## src/rtl/register_file.sv

```systemverilog
// -----------------------------------------------------------------------------
// register_file
//
// Architectural register file: two combinational read ports, one clocked write
// port, and one pending bit per register. The pending bit marks a register
// whose result is still outstanding in the pipeline, so reads can detect a
// hazard.
//
// Parameters
//   WIDTH    : data width of each register
//   ADDR_W   : address width, depth = 2**ADDR_W
//   ZERO_REG : 1 -> register 0 reads as 0 and ignores writes and locks
//   BYPASS   : 1 -> a same-cycle write is forwarded to the read ports
//
// Ports
//   CLK                    : clock, all state updates on the rising edge
//   reset                  : asynchronous active-low reset
//   wr_en/wr_addr/wr_data  : write port; a write clears the pending bit
//   lock_en/lock_addr      : sets the pending bit of lock_addr
//   rs1_addr, rs2_addr     : read addresses
//   rs1_data, rs2_data     : combinational read data
//   rs1_pending/rs2_pending: addressed register has an outstanding write
//   any_pending            : OR of all stored pending bits
//
// Handshake: there is no valid/ready pairing; wr_en and lock_en are
// single-cycle strobes sampled on every rising CLK edge while reset is high.
// -----------------------------------------------------------------------------
module register_file #(
  parameter int WIDTH    = 16,
  parameter int ADDR_W   = 4,
  parameter int ZERO_REG = 1,
  parameter int BYPASS   = 1
) (
  input  logic              CLK,
  input  logic              reset,
  input  logic              wr_en,
  input  logic [ADDR_W-1:0] wr_addr,
  input  logic [WIDTH-1:0]  wr_data,
  input  logic              lock_en,
  input  logic [ADDR_W-1:0] lock_addr,
  input  logic [ADDR_W-1:0] rs1_addr,
  input  logic [ADDR_W-1:0] rs2_addr,
  output logic [WIDTH-1:0]  rs1_data,
  output logic [WIDTH-1:0]  rs2_data,
  output logic              rs1_pending,
  output logic              rs2_pending,
  output logic              any_pending
);

  localparam int DEPTH = 1 << ADDR_W;

  logic [WIDTH-1:0] regs_q [DEPTH];
  logic [WIDTH-1:0] regs_d [DEPTH];
  logic [DEPTH-1:0] pend_q;
  logic [DEPTH-1:0] pend_d;

  // Next-state: the lock is applied after the write so that a write and a
  // lock to the same address leave the pending bit set (the lock names a new
  // producer for that register).
  always_comb begin
    regs_d = regs_q;
    pend_d = pend_q;
    if (wr_en) begin
      regs_d[wr_addr] = wr_data;
      pend_d[wr_addr] = 1'b0;
    end
    if (lock_en) begin
      pend_d[lock_addr] = 1'b1;
    end
    // Register 0 is hardwired: anything aimed at it is discarded.
    if (ZERO_REG != 0) begin
      regs_d[0] = '0;
      pend_d[0] = 1'b0;
    end
  end

  always_ff @(posedge CLK or negedge reset) begin
    if (!reset) begin
      for (int i = 0; i < DEPTH; i++) begin
        regs_q[i] <= '0;
      end
      pend_q <= '0;
    end else begin
      for (int i = 0; i < DEPTH; i++) begin
        regs_q[i] <= regs_d[i];
      end
      pend_q <= pend_d;
    end
  end

  // Read ports. Forwarding is gated by reset so the outputs show the cleared
  // state while reset is held low, and never applies to a hardwired r0.
  logic rs1_is_zero;
  logic rs2_is_zero;
  logic rs1_fwd;
  logic rs2_fwd;

  always_comb begin
    rs1_is_zero = (ZERO_REG != 0) && (rs1_addr == '0);
    rs2_is_zero = (ZERO_REG != 0) && (rs2_addr == '0);
    rs1_fwd     = (BYPASS != 0) && reset && wr_en && (wr_addr == rs1_addr) && !rs1_is_zero;
    rs2_fwd     = (BYPASS != 0) && reset && wr_en && (wr_addr == rs2_addr) && !rs2_is_zero;

    rs1_data    = regs_q[rs1_addr];
    rs1_pending = pend_q[rs1_addr];
    if (rs1_is_zero) begin
      rs1_data    = '0;
      rs1_pending = 1'b0;
    end else if (rs1_fwd) begin
      rs1_data    = wr_data;
      rs1_pending = 1'b0;
    end

    rs2_data    = regs_q[rs2_addr];
    rs2_pending = pend_q[rs2_addr];
    if (rs2_is_zero) begin
      rs2_data    = '0;
      rs2_pending = 1'b0;
    end else if (rs2_fwd) begin
      rs2_data    = wr_data;
      rs2_pending = 1'b0;
    end
  end

  // Stored bits only; a forwarded write does not hide a pending register here.
  assign any_pending = |pend_q;

endmodule

```

## config.mk

```make
export PLATFORM = sky130hd
export DESIGN_NAME = register_file
export DESIGN_NICKNAME = d
export VERILOG_FILES = /design/src/rtl/register_file.sv
export SDC_FILE = /design/constraint.sdc
export NUM_CORES = 1
export LEC_CHECK = 0
export ABC_CLOCK_PERIOD_IN_PS = 2730
export CAP_MARGIN = 20
export CORE_MARGIN = 10
export CORE_UTILIZATION = 35
export CTS_BUF_LIST = sky130_fd_sc_hd__clkbuf_8
export DETAILED_ROUTE_END_ITERATION = 7
export GPL_TIMING_DRIVEN = 0
export HOLD_SLACK_MARGIN = 0.06
export PLACE_DENSITY_LB_ADDON = 0.08
export SETUP_SLACK_MARGIN = 0.05
export SKIP_CTS_REPAIR_TIMING = 1
export SLEW_MARGIN = 0
export SYNTH_ARGS = -nofsm -noshare
export SYNTH_HDL_FRONTEND = slang
export SYNTH_SLANG_ARGS = --single-unit
```

## constraint.sdc

```tcl
create_clock -name CLK -period 2.73 [get_ports CLK]
set_input_delay 0.546 -clock CLK [delete_from_list [all_inputs] [get_ports CLK]]
set_output_delay 0.546 -clock CLK [all_outputs]
set_load 0.02 [all_outputs]
```

==> metrics.md <==
| Metric | Value |
|---|---|
| Outcome | `finished with violations` |
| Failing checks | `negative setup slack` |
| Die height | `222.3 um` |
| R2R Path Start | `regs_q[22]` |
| Share of cells above drive strength 1 | `56.93%` |
| Synth-to-layout area growth | `29.84%` |
| Die width | `222.3 um` |
| Area fraction in compound gates after synthesis | `7.696%` |
| Startpoint types | `register` |
| Clock sinks | `255` |
| Total CTS buffers | `48` |
| Worst Setup SP | `pend_q[7]` |
| Worst reg2reg path depth | `2` |
| Hpwl dp | `36860 um` |
| Synth Cell Area | `0.01432 sq mm` |
| Syn_nets | `1076` |
| Leakage | `7.826 nW` |
| Pin count of the biggest net entering global routing | `115` |
| WL/cell | `33.51 um` |
| Reg-to-Reg End | `regs_q[22]` |
| Vias in the first global route | `10670` |
| R2R setup slack | `1.81 ns` |
| Crit path kind | `register to output pin` |
| Post-Synth Adder-Cell Area | `0%` |
| Pre-antenna DRT Iters | `5` |
| Worst EP required | `2.18 ns` |
| Top cells by count, synth | `286 x mux2_2, 255 x dfrtp_1, 84 x mux4_2, 49 x buf_2, 41 x clkbuf_1` |
| Cell with the most instances after synthesis | `mux2_2` |
| I/O pin count | `71` |
| CTS clk-pin slew, worst paths | `0.06 ns` |
| Post-Synth XOR/XNOR Area | `0.5416%` |
| CP arrival | `2.29 ns` |
| Main combinational cell family by area after synthesis | `multiplexers` |
| Core footprint | `0.04065 sq mm` |
| Area contributors post-synth | `dfrtp_1 45%, mux2_2 22%, mux4_2 13%` |
| Via-per-instance ratio | `6.008` |
| Yosys top cell area share | `44.55%` |
| Critical path capture point type | `output pin` |
| H-tree Lvls | `2` |
| Sequential fraction of the synthesis area | `44.55%` |
| Final slew viol count | `0` |
| Global-route wire length before repair | `82010 um` |
| RSZ-0062 raised after global routing | `true` |
| Total Wirelength | `59690 um` |
| Max Cap Violations | `0` |
| Initial antenna violation count | `0` |
| Layout Nets | `1254` |
| Fin crit share | `103.7%` |
| Yosys top cell by area | `dfrtp_1` |
| Hold Crit Depth | `4` |
| Core Util, Final | `45.75%` |
| Setup WS post-layout | `-0.1014 ns` |
| Post-Synth Simple-Gate Area | `3.940%` |
| Clock Root Buffer | `clkbuf_8` |
| Largest fanout on the critical path | `4` |
| Mapped Avg Cell Area | `13.77 sq um` |
| Layout Skew | `0 ns` |
| Fmax | `353.2 MHz` |
| # diodes | `0` |
| Setup_tns | `-0.7279 ns` |
| Mux cell area share after synthesis | `39.62%` |
| Post-layout minimum cycle time | `2.831 ns` |
| Final Wtd Congestion | `0.8523` |
| DRC Markers | `0` |
| Yosys warning count | `0` |
| Crit path to | `rs2_pending` |
| Final setup fails | `12` |
| Starting Density | `35.24%` |
| Clock buffer depth | `3` |
| Port-buffer cells | `62` |
| FILL cells | `3686` |
| Via count | `10700` |
| Total Routing Usage GR | `22.76%` |
| Hold_ws | `0.4277 ns` |
| HP Start | `wr_addr[0]` |
| Hold Crit Class | `input port to register` |
| Total power | `0.01268 W` |
| Grt total ovfl | `0` |
| Relative slew slack | `17.22%` |
| Share of async-settable or async-resettable flops after synthesis | `100.0%` |
| Iteration-0 DRC Markers | `1052` |
| Mapped Cells | `1040` |
| Number of synthesized flops with an enable pin | `0` |
| PD cells | `682.1 mW/mm^2` |
| Synth unique cells | `47` |
| DRT antenna net count | `0` |
| Dominant synthesized flop cell | `dfrtp_1` |
| VDD IR max | `0.2855 mV` |
| Die area | `0.04941 sq mm` |
| Rows | `74` |
| Yosys reg bits | `255` |
| Fin. Hold Viols | `0` |
| CTS tree | `done` |
| Actual slew at the worst max-slew pin | `1.237 ns` |
| Worst skew pair latency | `0.62 ns` |
==> worst min path at each step <==
| stage | endpoint | slack, ns |
|---|---|---|
| 5_1_grt | pend_q[7] | 0.45 |
| 2_1_floorplan | pend_q[10] | 0.25 |
| 4_1_cts | regs_q[189] | -0.17 |
| 6_report | pend_q[3] | 0.43 |
| 3_3_place_gp | regs_q[235] | 0.49 |
| 3_5_place_dp | regs_q[189] | 0.50 |
==> kinds of logic after synthesis <==
| logic type | after synthesis |
|---|---|
| XOR/XNOR | 8 |
| AO/OA/AOI/OAI | 146 |
| flip-flops | 255 |
| multiplexers | 422 |
| buffers and inverters | 108 |
| AND/OR/NAND/NOR | 101 |
==> stage by stage <==
step	setup slack [ns]	cells	instance area, sq um
2_1_floorplan	0.06896	1040	14320
3_3_place_gp	-11.93	1634	15610
3_5_place_dp	-1.904	1644	15770
4_1_cts	-1.913	1725	16670
5_1_grt	-0.1561	1781	18600
6_report	-0.1014	1781	18600
==> power breakdown <==
| group | switching (W) | internal, W | leakage, nW | total [W] |
|---|---|---|---|---|
| combinational | 0.00152 | 0.00213 | 4.17 | 0.00365 |
| clock | 0.00173 | 0.00192 | 0.539 | 0.00365 |
| sequential | 0.000713 | 0.00467 | 3.12 | 0.00538 |
==> cells in the final DEF, fill, tap and decap left out, types with 16 or more instances in the layout <==
master           synthesis  routed
dfrtp_1                255     255
buf_6                    5      46
inv_1                    4      24
clkbuf_8                 0      59
buf_2                   49      22
o21ai_0                 35      24
mux4_2                  84      84
mux2i_1                 19      19
buf_12                   0      21
a221oi_2                 0      20
clkbuf_1                41      17
clkdlybuf4s50_1          0      21
buf_4                    5      45
buf_8                    0      16
nor2_1                  28      18
mux2_1                  33      27
mux2_2                 286     281
==> registers in the layout, summed over array words and instances, names as in the netlist <==
register / cells
regs_q: 240
pend_q: 15
==> per-layer routing <==
metal  up-vias  global-route usage, %  routed length (um)  share of wire, %
li1       4416                      -                   -                 -
met1      5773                  31.89               26790                45
met2       413                  35.13               27200                46
met3        99                  4.831                3966               6.6
met4         0                  5.420                1734               2.9
met5         -                      0                   0                 0
==> cell type report <==
type / count / area [sq um] / share of cell area, %
inverters: 4 / 15.01 / 0.08074
well taps: 532 / 665.6 / 3.579
clock inverters: 22 / 85.08 / 0.4575
plain buffers: 103 / 1033 / 5.557
flip-flops and latches: 255 / 6381 / 34.31
repair buffers: 129 / 1588 / 8.538
multi-input cells: 677 / 8016 / 43.11
clock buffers: 59 / 812.0 / 4.367
==> worst max-delay path, cell delays in order, from the launching register on <==
cell and delay (ns):
dfrtp_1 0.42, mux4_2 0.49, mux4_2 0.46, and2_4 0.15, buf_6 0.12
Note: power is estimated with default switching activity, not from simulation.
